--- config.mk ---
export PLATFORM = sky130hd
export DESIGN_NAME = credit_display_scan
export DESIGN_NICKNAME = d
export VERILOG_FILES = /design/src/rtl/display_pkg.sv /design/src/rtl/bin2bcd_seq.sv /design/src/rtl/credit_display_scan.sv
export SDC_FILE = /design/constraint.sdc
export NUM_CORES = 1
export LEC_CHECK = 0
export CAP_MARGIN = 20
export CORE_MARGIN = 4
export CORE_UTILIZATION = 53
export DETAILED_ROUTE_END_ITERATION = 10
export GPL_ROUTABILITY_DRIVEN = 0
export PLACE_DENSITY = 0.73
export SETUP_SLACK_MARGIN = 0.2
export SLEW_MARGIN = 10
export SYNTH_ARGS = -nofsm -noshare
export SYNTH_HDL_FRONTEND = slang
export SYNTH_SLANG_ARGS = --single-unit
export TNS_END_PERCENT = 1
--- constraint.sdc ---
create_clock -name clk -period 1.5 [get_ports clk]
set_input_delay 0.3 -clock clk [delete_from_list [all_inputs] [get_ports clk]]
set_output_delay 0.3 -clock clk [all_outputs]
set_load 0.01 [all_outputs]
--- src/rtl/display_pkg.sv ---
// Shared widths, state encoding and the BCD add-3 correction step
// for the credit display path.
package display_pkg;
    localparam int NUM_DIGITS = 4;
    localparam int BCD_W      = 4;
    localparam int VALUE_W    = 10;
    localparam int GLYPH_BASE = 10;
    localparam int BCD_TOT    = NUM_DIGITS * BCD_W;

    typedef enum logic {
        ST_IDLE = 1'b0,
        ST_CONV = 1'b1
    } conv_state_e;

    // Double-dabble correction: any nibble >= 5 gets +3 before the shift.
    function automatic logic [BCD_TOT-1:0] add3(input logic [BCD_TOT-1:0] b);
        logic [BCD_TOT-1:0] r;
        r = b;
        for (int i = 0; i < NUM_DIGITS; i++) begin
            if (b[i*BCD_W +: BCD_W] >= BCD_W'(5))
                r[i*BCD_W +: BCD_W] = b[i*BCD_W +: BCD_W] + BCD_W'(3);
        end
        return r;
    endfunction
endpackage

--- src/rtl/bin2bcd_seq.sv ---
// Sequential shift-and-add-3 binary to BCD converter, one bit per cycle.
// done/bcd present the finished result during the last CONV cycle.
module bin2bcd_seq
    import display_pkg::*;
(
    input  logic                 clk,
    input  logic                 reset,
    input  logic                 start,
    input  logic [VALUE_W-1:0]   bin,
    output logic                 busy,
    output logic                 done,
    output logic [BCD_TOT-1:0]   bcd
);
    conv_state_e          state_q, state_d;
    logic [3:0]           cnt_q, cnt_d;
    logic [VALUE_W-1:0]   shift_q, shift_d;
    logic [BCD_TOT-1:0]   bcd_q, bcd_d;
    logic [BCD_TOT-1:0]   adj;
    logic [BCD_TOT-1:0]   step_bcd;
    logic [VALUE_W-1:0]   step_shift;

    assign adj        = add3(bcd_q);
    assign step_bcd   = {adj[BCD_TOT-2:0], shift_q[VALUE_W-1]};
    assign step_shift = {shift_q[VALUE_W-2:0], 1'b0};

    always_comb begin
        state_d = state_q;
        cnt_d   = cnt_q;
        shift_d = shift_q;
        bcd_d   = bcd_q;
        done    = 1'b0;
        case (state_q)
            ST_IDLE: begin
                if (start) begin
                    shift_d = bin;
                    bcd_d   = '0;
                    cnt_d   = '0;
                    state_d = ST_CONV;
                end
            end
            ST_CONV: begin
                shift_d = step_shift;
                bcd_d   = step_bcd;
                cnt_d   = cnt_q + 4'd1;
                if (cnt_q == 4'(VALUE_W - 1)) begin
                    state_d = ST_IDLE;
                    done    = 1'b1;
                end
            end
            default: state_d = ST_IDLE;
        endcase
    end

    always_ff @(posedge clk) begin
        if (reset) begin
            state_q <= ST_IDLE;
            cnt_q   <= '0;
            shift_q <= '0;
            bcd_q   <= '0;
        end else begin
            state_q <= state_d;
            cnt_q   <= cnt_d;
            shift_q <= shift_d;
            bcd_q   <= bcd_d;
        end
    end

    assign busy = (state_q == ST_CONV);
    assign bcd  = step_bcd;
endmodule

--- src/rtl/credit_display_scan.sv ---
// Credit display driver: converts a captured binary credit to BCD and
// time-multiplexes the digits (with leading-zero blanking) onto one code bus.
module credit_display_scan
    import display_pkg::*;
#(
    parameter int REFRESH_DIV = 50000
) (
    input  logic                    clk,
    input  logic                    reset,
    input  logic [VALUE_W-1:0]      value,
    input  logic                    load,
    input  logic [1:0]              glyph,
    output logic                    busy,
    output logic [BCD_W-1:0]        digit_code,
    output logic [NUM_DIGITS-1:0]   anode_n
);
    localparam int            PW         = (REFRESH_DIV > 1) ? $clog2(REFRESH_DIV) : 1;
    localparam logic [PW-1:0] PRESC_LAST = PW'(REFRESH_DIV - 1);

    logic                   conv_done;
    logic [BCD_TOT-1:0]     conv_bcd;
    logic [BCD_TOT-1:0]     disp_q, disp_d;
    logic [PW-1:0]          presc_q, presc_d;
    logic [1:0]             idx_q, idx_d;
    logic [BCD_W-1:0]       code_q, code_d;
    logic [NUM_DIGITS-1:0]  anode_q, anode_d;
    logic                   hi_zero;

    bin2bcd_seq u_conv (
        .clk   (clk),
        .reset (reset),
        .start (load),
        .bin   (value),
        .busy  (busy),
        .done  (conv_done),
        .bcd   (conv_bcd)
    );

    // All four digits swap together on commit, so the scan never shows a mix.
    assign disp_d = conv_done ? conv_bcd : disp_q;

    always_comb begin
        presc_d = presc_q + PW'(1);
        idx_d   = idx_q;
        if (presc_q == PRESC_LAST) begin
            presc_d = '0;
            idx_d   = idx_q + 2'd1;
        end
    end

    // Blank when this digit and everything above it is zero; a live glyph
    // occupies digit 3, so it no longer counts as a leading zero.
    always_comb begin
        hi_zero = 1'b1;
        for (int j = 0; j < NUM_DIGITS; j++) begin
            if (j >= int'(idx_q) && !(j == NUM_DIGITS - 1 && glyph != 2'd0) &&
                disp_q[j*BCD_W +: BCD_W] != '0)
                hi_zero = 1'b0;
        end
    end

    always_comb begin
        code_d  = disp_q[int'(idx_q)*BCD_W +: BCD_W];
        anode_d = ~(NUM_DIGITS'(1) << idx_q);
        if (idx_q == 2'd3 && glyph != 2'd0) begin
            code_d = BCD_W'(GLYPH_BASE - 1) + BCD_W'(glyph);
        end else if (idx_q != 2'd0 && hi_zero) begin
            code_d  = '0;
            anode_d = '1;
        end
    end

    always_ff @(posedge clk) begin
        if (reset) begin
            disp_q  <= '0;
            presc_q <= '0;
            idx_q   <= '0;
            code_q  <= '0;
            anode_q <= '1;
        end else begin
            disp_q  <= disp_d;
            presc_q <= presc_d;
            idx_q   <= idx_d;
            code_q  <= code_d;
            anode_q <= anode_d;
        end
    end

    assign digit_code = code_q;
    assign anode_n    = anode_q;
endmodule

==> results of run 1 <==
## worst max-delay path by stage
stage	startpoint	to	slack (ns)	cells past startpoint
after CTS	u_conv.bcd_q[13]$_SDFFE_PP0P_	disp_q[14]$_SDFFE_PP0P_	0.07	6
after floorplan	disp_q[13]$_SDFFE_PP0P_	digit_code[1]$_SDFF_PP0_	0.18	4
after detailed placement	load	u_conv.bcd_q[10]$_SDFFE_PP0P_	-0.24	5
after global placement	glyph[0]	digit_code[3]$_SDFF_PP0_	-0.19	7
final	u_conv.bcd_q[4]$_SDFFE_PP0P_	disp_q[6]$_SDFFE_PP0P_	0.05	6
after global routing	u_conv.bcd_q[9]$_SDFFE_PP0P_	u_conv.bcd_q[10]$_SDFFE_PP0P_	0.02	6
## registers in the layout (all words and copies together), names as in the netlist, 2 cells and up
name and cells:
disp_q 16, presc_q 16, u_conv.bcd_q 16, u_conv.shift_q 10, anode_n 4, digit_code 4
u_conv.cnt_q 4, idx_q 2
## Yosys cell counts (all sizes together), types with 2 or more instances
master / n / area share, %
mux2i: 15 / 4.2
and3: 3 / 0.53
nand4: 7 / 1.4
nor4b: 2 / 0.67
clkbuf: 13 / 1.4
a21oi: 28 / 4.1
or4: 2 / 0.42
and2: 3 / 0.53
dfxtp: 73 / 41
nor3b: 6 / 1.3
nand3: 10 / 1.4
and4bb: 2 / 0.71
o21ai: 23 / 3.2
xnor2: 9 / 2.2
nor3: 4 / 0.56
or3: 4 / 0.71
buf: 13 / 2.7
nand2b: 20 / 3.5
mux4: 4 / 2.6
nor2: 55 / 5.8
xor2: 10 / 2.5
mux2: 4 / 1.3
a311oi: 4 / 0.99
ha: 18 / 6.3
and4: 3 / 0.74
o22ai: 8 / 1.4
inv: 16 / 1.7
nand3b: 10 / 2.1
nand2: 12 / 1.3
## layout make-up
class	instances	area (um^2)
Tap cell	77	96.34
Fill cell	497	1909
Multi-Input combinational cell	277	2166
Clock inverter	2	35.03
Clock buffer	14	172.7
Inverter	16	65.06
Timing Repair Buffer	55	493.0
Sequential cell	73	1485
## critical path, delay by kind of cell, from the launching register on
kind / cells / cell delay, ns
mux: 1 / 0.32
simple gates: 1 / 0.07
fa+ha+maj: 1 / 0.19
buf+inv: 1 / 0.14
flops: 1 / 0.33
compound gates: 2 / 0.32
## power by group through the flow
| stage | Sequential, mW | Clock (mW) | Combinational, mW |
|---|---|---|---|
| floorplan | 2.03 | 0 | 0.160 |
| CTS | 1.99 | 1.63 | 0.270 |
| detailed placement | 2.04 | 0 | 0.263 |
| global placement | 2.04 | 0 | 0.256 |
| finish | 1.99 | 1.60 | 0.268 |
| global route | 2.00 | 1.72 | 0.300 |
## layout by cell type, fill, tap and decap left out, types with 3 or more instances in the layout
| cell | n |
|---|---|
| dfxtp_4 | 3 |
| nor3_1 | 4 |
| nand3b_1 | 10 |
| or3_1 | 4 |
| o22ai_1 | 7 |
| and2_1 | 3 |
| buf_4 | 29 |
| nand4_1 | 6 |
| inv_2 | 6 |
| nand2_1 | 12 |
| xor2_1 | 10 |
| and4_1 | 3 |
| buf_12 | 3 |
| nor3b_1 | 3 |
| ha_1 | 9 |
| xnor2_1 | 8 |
| dlygate4sd2_1 | 8 |
| o21ai_1 | 4 |
| dfxtp_2 | 10 |
| a311oi_1 | 4 |
| nand3_1 | 10 |
| mux4_2 | 3 |
| o21ai_0 | 17 |
| ha_4 | 7 |
| mux2_4 | 4 |
| dfxtp_1 | 60 |
| mux2i_1 | 15 |
| clkdlybuf4s50_1 | 14 |
| a21oi_1 | 23 |
| nor2_1 | 54 |
| inv_1 | 8 |
| a21oi_4 | 5 |
| clkbuf_8 | 12 |
| nand2b_1 | 15 |
| nand2b_4 | 5 |
## per-layer routing
metal  wire length, um  track usage, %  vias up  part of all wire [%]
met2              3487           29.95       52                    47
met5                 0               0        -                     0
met1              3463           24.99     1315                    47
met3               251           6.093       17                   3.4
li1                  -               -     1446                     -
met4               155           7.024        0                   2.1
## kinds of logic (layout without fill, tap and decap cells)
group / count (synthesis) / after routing / share of synthesized area (%)
DFF: 73 / 73 / 41.18
buffers and inverters: 42 / 87 / 5.818
xor gates and xnor gates: 19 / 19 / 4.690
AOI/OAI and AO/OA: 70 / 70 / 11.28
adders and majority gates: 18 / 18 / 6.347
and+or+nand+nor: 147 / 147 / 22.53
muxes: 23 / 23 / 8.145
## what timing repair did
action                                 4_1_cts  5_1_grt
gates resized for setup                     50        2
pin swaps                                   12        1
buffers inserted                             0        1
gates cloned                                 0        0
hold buffers                                 0        0
setup endpoints to repair                   61       50
endpoints found under the hold margin        0        0
==> impl_results.md, run 1 <==
- Worst-path fanout max: 5
- Final Hold Violating Endpoints: 0
- Initial antenna violation count: 0
- Critical path startpoint category: register
- Synth Warn #: 0
- Clk sinks: 73
- Hold EP: presc_q[0]$_SDFF_PP0_
- Initial Utilization: 55.25%
- Setup Viol. Count Final: 0
- WHS: 0.4520 ns
- Detail Route Antenna Nets: 0
- Nets: 465
- Fin util: 70.27%
- RR Startpoint: u_conv.bcd_q[4]$_SDFFE_PP0P_
- Synth cell types: 48
- PortBufs: 23
- PD cells: 856.4 nW/um^2
- Sw Ratio: 22.15%
- Htree depth: 3
- Clk network pwr share: 41.5%
- R2R depth: 6
- Internal: 3.009 mW
- Fmax: 691.3 MHz
- Total Wirelength: 7.358 mm
- Mapped Area: 3548 um^2
- Die extent in y: 89.83 um
- Total gr overflow: 0
- Full die area: 8069 um^2
- Final Slew Violations: 0
- Deepest clock path buffer count: 2
- Drt pass-1 iters: 4
- Flop pwr share: 51.5%
- Vias: 2830
- Min-delay src: presc_q[0]$_SDFF_PP0_
- VDD IR-drop max: 0.5251 mV
- Max-cap violations: 0
- Final instance area: 4513 um^2
- Post-DP HPWL: 5.283 mm
- Reg-to-reg setup timing slack: 0.05 ns
- Mean routed wirelength per cell: 14.32 um
- RSZ-0062 raised after global routing: yes
- NetSw: 0.8559 mW
- Core Area: 6422 um^2
- FF+latch count, synth: 73
- Top_reg_cell synth: dfxtp_1
- Min Tclk post-route: 1.447 ns
- Vias in the first global route: 2690
- Slew of the pin with the lowest slew margin: 0.4173 ns
- Share of flip-flops with an asynchronous set or reset: 0%
- Detailed Route Iter0 Violations: 102
- Share of cells above drive strength 1: 25.40%
- Worst endpoint required time: 1.77 ns
- Clk_skew: 0.003353 ns
- Clk root buf: clkbuf_8
- Clk slew on worst S/H paths: 0.07 ns
- Drt drc: 0
- WHS Path Cells: 1
- Worst EP arrival: 1.72 ns
- Crit path cell chain: inv_1 -> ha_4 -> nand2b_4 -> a21oi_4 -> mux2_4 -> o22ai_1
- Period utilization: 96.44%
- Vias/cell: 5.506
- Outcome: complete, no violations
- Comb pwr share: 6.9%
- Largest net degree at the start of global routing: 24
- Final worst slack: 0.05345 ns
- Area after DPL: 4177 um^2
- GRT Total Usage: 19.19%
- First-pass GRT wire length: 12.70 mm
- Clock latency on the worst-skew pair: 0.34 ns
- CTS tree: yes
- Final cell count without fillers: 514
- Placed cell count: 497
- Chip width: 89.83 um
- Post-synth EDFFs: 0
- Overall power: 3.865 mW
- R2R Path End: disp_q[6]$_SDFFE_PP0P_
- Cts bufs inserted: 9
- Post-route setup TNS: 0 ns
- Leakage: 1.738 nW
- Slowest-stage cell, CP: dfxtp_1
- Io pins: 24
- Post-Syn Area per Cell: 9.052 um^2
- Critical path capture point type: register
- # diodes: 0
- Slew headroom: 71.89%
- Register area share after synthesis: 41.18%
- Crit Path Category: register to register
- Max stage delay on crit path: 0.33 ns
- Mapped Nets: 425
- Core Rows: 29
- Pre-CTS setup slack: -0.2416 ns
- Cell count after synthesis: 392
- Hold WC Path Type: register to register
- Area grow syn2layout: 27.19%
Power figures use the tool's default switching activity.
==> inputs of run 2 (changes only) <==
--- a/config.mk
+++ b/config.mk
@@ -10,6 +10,7 @@
 export CORE_UTILIZATION = 53
 export DETAILED_ROUTE_END_ITERATION = 10
 export GPL_ROUTABILITY_DRIVEN = 0
+export GPL_TIMING_DRIVEN = 1
 export PLACE_DENSITY = 0.73
 export SETUP_SLACK_MARGIN = 0.2
 export SLEW_MARGIN = 10
==> results of run 2 <==
Final layout, timing and power as in run 1 (identical DEF).
==> inputs of run 3 (changes only) <==
--- a/config.mk
+++ b/config.mk
@@ -5,13 +5,14 @@
 export SDC_FILE = /design/constraint.sdc
 export NUM_CORES = 1
 export LEC_CHECK = 0
+export ABC_AREA = 1
 export CAP_MARGIN = 20
 export CORE_MARGIN = 4
 export CORE_UTILIZATION = 53
 export DETAILED_ROUTE_END_ITERATION = 10
 export GPL_ROUTABILITY_DRIVEN = 0
 export GPL_TIMING_DRIVEN = 1
-export PLACE_DENSITY = 0.73
+export PLACE_DENSITY = 0.76
 export SETUP_SLACK_MARGIN = 0.2
 export SLEW_MARGIN = 10
 export SYNTH_ARGS = -nofsm -noshare
==> run 3 against run 2 <==
Setup slack improved by 0.12 ns. Die area increased by 1.3%. Combinational power decreased by 7%. Worst hold slack got worse by 0.0029 ns. Synthesized cell count increased by 32%. Area after synthesis increased by 1.5%. Via count increased by 21%. Utilization decreased by 0.78 points. Critical endpoint is now disp_q[1]$_SDFFE_PP0P_. Largest cell class unchanged. Largest power group unchanged.
==> impl_results.md, run 3 <==
- Outcome: complete, no violations (unchanged)
- Top delay family on crit path: flip-flops (unchanged)
- Buf/Inv on CP: 3 (was 1)
- Synth Warn #: 0 (unchanged)
- First-pass GRT wire length: 13.51 mm (was 12.70 mm)
- Crit Path Category: register to register (unchanged)
- Top post-synthesis cells by area: dfxtp_1 (41%), nand2_1 (16%), nand3_1 (9.3%), ha_1 (6.3%), a21oi_1 (5.4%) (was dfxtp_1 (41%), ha_1 (6.3%), nor2_1 (5.8%), mux2i_1 (4.2%), a21oi_1 (3.8%))
- Slowest-stage cell, CP: dfxtp_4 (was dfxtp_1)
- Area leader, netlist: dfxtp_1 (unchanged)
- Deepest clock path buffer count: 2 (unchanged)
- Commonest cells in the netlist: nand2_1 (158), dfxtp_1 (73), nand3_1 (67) (was dfxtp_1 (73), nor2_1 (55), a21oi_1 (27))
- Commonest non-fill, non-tap cell in the layout: nand2_1 (was dfxtp_1)
- Chip width: 90.43 um (was 89.83 um)
- Worst endpoint required time: 1.79 ns (was 1.77 ns)
- Period utilization: 88.17% (was 96.44%)
- Detail Route Antenna Nets: 0 (unchanged)
- Final cell count without fillers: 638 (was 514)
- Hold WC Path Type: register to register (unchanged)
- PD cells: 828.9 nW/um^2 (was 856.4 nW/um^2)
- Clk_skew: 0.009957 ns (was 0.003353 ns)
- Mapped Nets: 549 (was 425)
- Vias in the first global route: 3205 (was 2690)
- Post-synth EDFFs: 0 (unchanged)
- Cts bufs inserted: 9 (unchanged)
- VDD IR-drop max: 0.5931 mV (was 0.5251 mV)
- RR Startpoint: u_conv.bcd_q[0]$_SDFFE_PP0P_ (was u_conv.bcd_q[4]$_SDFFE_PP0P_)
- CTS tree: yes (unchanged)
- Share of flip-flops with an asynchronous set or reset: 0% (unchanged)
- Share of cells above drive strength 1: 21.57% (was 25.40%)
- Most common cell in the synthesized netlist: nand2_1 (was dfxtp_1)
- Vias/cell: 5.368 (was 5.506)
- Area after DPL: 3989 um^2 (was 4177 um^2)
- Biggest regs: disp_q: 16 flops, presc_q: 16 flops, u_conv.bcd_q: 16 flops (unchanged)
- Min Tclk post-route: 1.323 ns (was 1.447 ns)
- Top_reg_cell synth: dfxtp_1 (unchanged)
- Most frequent cells in the layout: nand2_1 (148), dfxtp_1 (58), nand3_1 (55) (was dfxtp_1 (60), nor2_1 (54), buf_4 (29))
- Clk sinks: 73 (unchanged)
- Placed cell count: 617 (was 497)
- Worst EP arrival: 1.61 ns (was 1.72 ns)
- Mapped Area: 3601 um^2 (was 3548 um^2)
- Full die area: 8177 um^2 (was 8069 um^2)
- # diodes: 0 (unchanged)
- Vias: 3425 (was 2830)
- Max-cap violations: 0 (unchanged)
- Fmax: 756.1 MHz (was 691.3 MHz)
- Post-Syn Area per Cell: 6.979 um^2 (was 9.052 um^2)
- Final Slew Violations: 0 (unchanged)
- Post-DP HPWL: 5.315 mm (was 5.283 mm)
- Slew of the pin with the lowest slew margin: 0.3185 ns (was 0.4173 ns)
- Core Area: 6459 um^2 (was 6422 um^2)
- Register area share after synthesis: 40.58% (was 41.18%)
- Drt pass-1 iters: 4 (unchanged)
- CP startpoint: u_conv.bcd_q[0]$_SDFFE_PP0P_ (was u_conv.bcd_q[4]$_SDFFE_PP0P_)
- Total Wirelength: 8.073 mm (was 7.358 mm)
- Min-delay src: presc_q[0]$_SDFF_PP0_ (unchanged)
- Final instance area: 4488 um^2 (was 4513 um^2)
- Die extent in y: 90.43 um (was 89.83 um)
- Area grow syn2layout: 24.64% (was 27.19%)
- Final Hold Violating Endpoints: 0 (unchanged)
- Critical path capture point type: register (unchanged)
- Initial Utilization: 55.75% (was 55.25%)
- Drt drc: 0 (unchanged)
- Slew headroom: 78.69% (was 71.89%)
- PortBufs: 23 (unchanged)
- Clk root buf: clkbuf_8 (unchanged)
- Max stage delay on crit path: 0.36 ns (was 0.33 ns)
- Leakage: 1.892 nW (was 1.738 nW)
- Clock latency on the worst-skew pair: 0.34 ns (about the same)
- Total gr overflow: 0 (unchanged)
- Htree depth: 3 (unchanged)
- Crit path cell chain: inv_2 -> ha_2 -> inv_2 -> o21ai_4 -> nand2_2 -> nand2_2 -> buf_4 -> nand3_2 -> nand2_1 (was inv_1 -> ha_4 -> nand2b_4 -> a21oi_4 -> mux2_4 -> o22ai_1)
- Synth cell types: 30 (was 48)
- RSZ-0062 raised after global routing: yes (unchanged)
- Critical path startpoint category: register (unchanged)
- Largest net degree at the start of global routing: 33 (was 24)
- Detailed Route Iter0 Violations: 191 (was 102)
- Clk slew on worst S/H paths: 0.07 ns (about the same)
- GRT Total Usage: 19.71% (was 19.19%)
- Io pins: 24 (unchanged)
- Cell count after synthesis: 516 (was 392)
- Setup Viol. Count Final: 0 (unchanged)
- Nets: 591 (was 465)
- Core Rows: 29 (unchanged)
- Worst-path fanout max: 4 (was 5)
- FF+latch count, synth: 73 (unchanged)
- Mean routed wirelength per cell: 12.65 um (was 14.32 um)
- Post-route setup TNS: 0 ns (unchanged)
- WHS: 0.4491 ns (was 0.4520 ns)
- Initial antenna violation count: 0 (unchanged)
- Synth top area share: 40.58% (was 41.18%)
[run 3: cell count changes in the layout (fill, tap and decap cells not counted), moves of 15 or more]
| cell | change |
|---|---|
| inv_1 | +31 |
| nor2_1 | -19 |
| nand3_1 | +45 |
| mux2i_1 | -15 |
| nand2b_1 | -15 |
| nand2_1 | +136 |
[run 3: cell type report]
class	instances	area, um^2
clock buffers	10	137.6
clock inverters	4	45.04
fillers	552	1971
inverters	59	224.0
multi-input cells	369	2057
flip-flops and latches	73	1490
well taps	77	96.34
repair buffers	46	437.9
[run 3: final timing paths]
| path | endpoint | slack (ns) | cells past startpoint |
|---|---|---|---|
| setup reg to reg | disp_q[1]$_SDFFE_PP0P_ | 0.18 | 9 |
| hold reg to reg | presc_q[0]$_SDFF_PP0_ | 0.45 | 1 |
| setup / recovery | disp_q[1]$_SDFFE_PP0P_ | 0.18 | 9 |
| hold / removal | presc_q[0]$_SDFF_PP0_ | 0.45 | 1 |
[run 3: logic make-up after synthesis]
kind of cell	Yosys count	synth area share, %
compound gates	62	9.173
xor+xnor	4	0.9731
fa+ha+maj	18	6.254
buf+inv	74	8.582
flops	73	40.58
simple gates	285	34.43
[run 3: power by group]
group	internal [mW]	total, mW	switching, mW	leakage, nW
clock network	0.787	1.48	0.694	0.0978
registers	1.96	1.99	0.0263	0.599
logic	0.116	0.250	0.135	1.20
total	2.86	3.72	0.855	1.89
[run 3: metrics by stage]
step	worst slack, ns	power [mW]	utilization [%]
5_1_grt	0.09289	3.883	69.49
2_1_floorplan	0.2033	2.158	-
4_1_cts	0.06205	3.733	66.62
3_5_place_dp	-0.2519	2.261	61.76
6_report	0.1775	3.720	69.49
3_3_place_gp	-0.1806	2.257	61.76
[run 3: timing repair]
action	CTS	global route
pin swaps	36	18
setup endpoints to repair	58	57
setup buffers	0	7
resized for setup	60	38
hold buffers	0	0
[run 3: metal layers]
metal / vias to the layer above / global-route usage, % / part of all wire (%)
li1: 1745 / - / -
met2: 85 / 33.91 / 50
met4: 0 / 10.59 / 1.8
met3: 18 / 3.333 / 4.1
met5: - / 0 / 0
met1: 1577 / 23.36 / 44
[run 3: worst reg2reg max path, cell delays in order, from the launching register on]
cell     delay, ns
dfxtp_4       0.36
inv_2         0.06
ha_2          0.17
inv_2         0.05
o21ai_4       0.19
nand2_2       0.10
nand2_2       0.10
buf_4         0.11
nand3_2       0.07
nand2_1       0.06
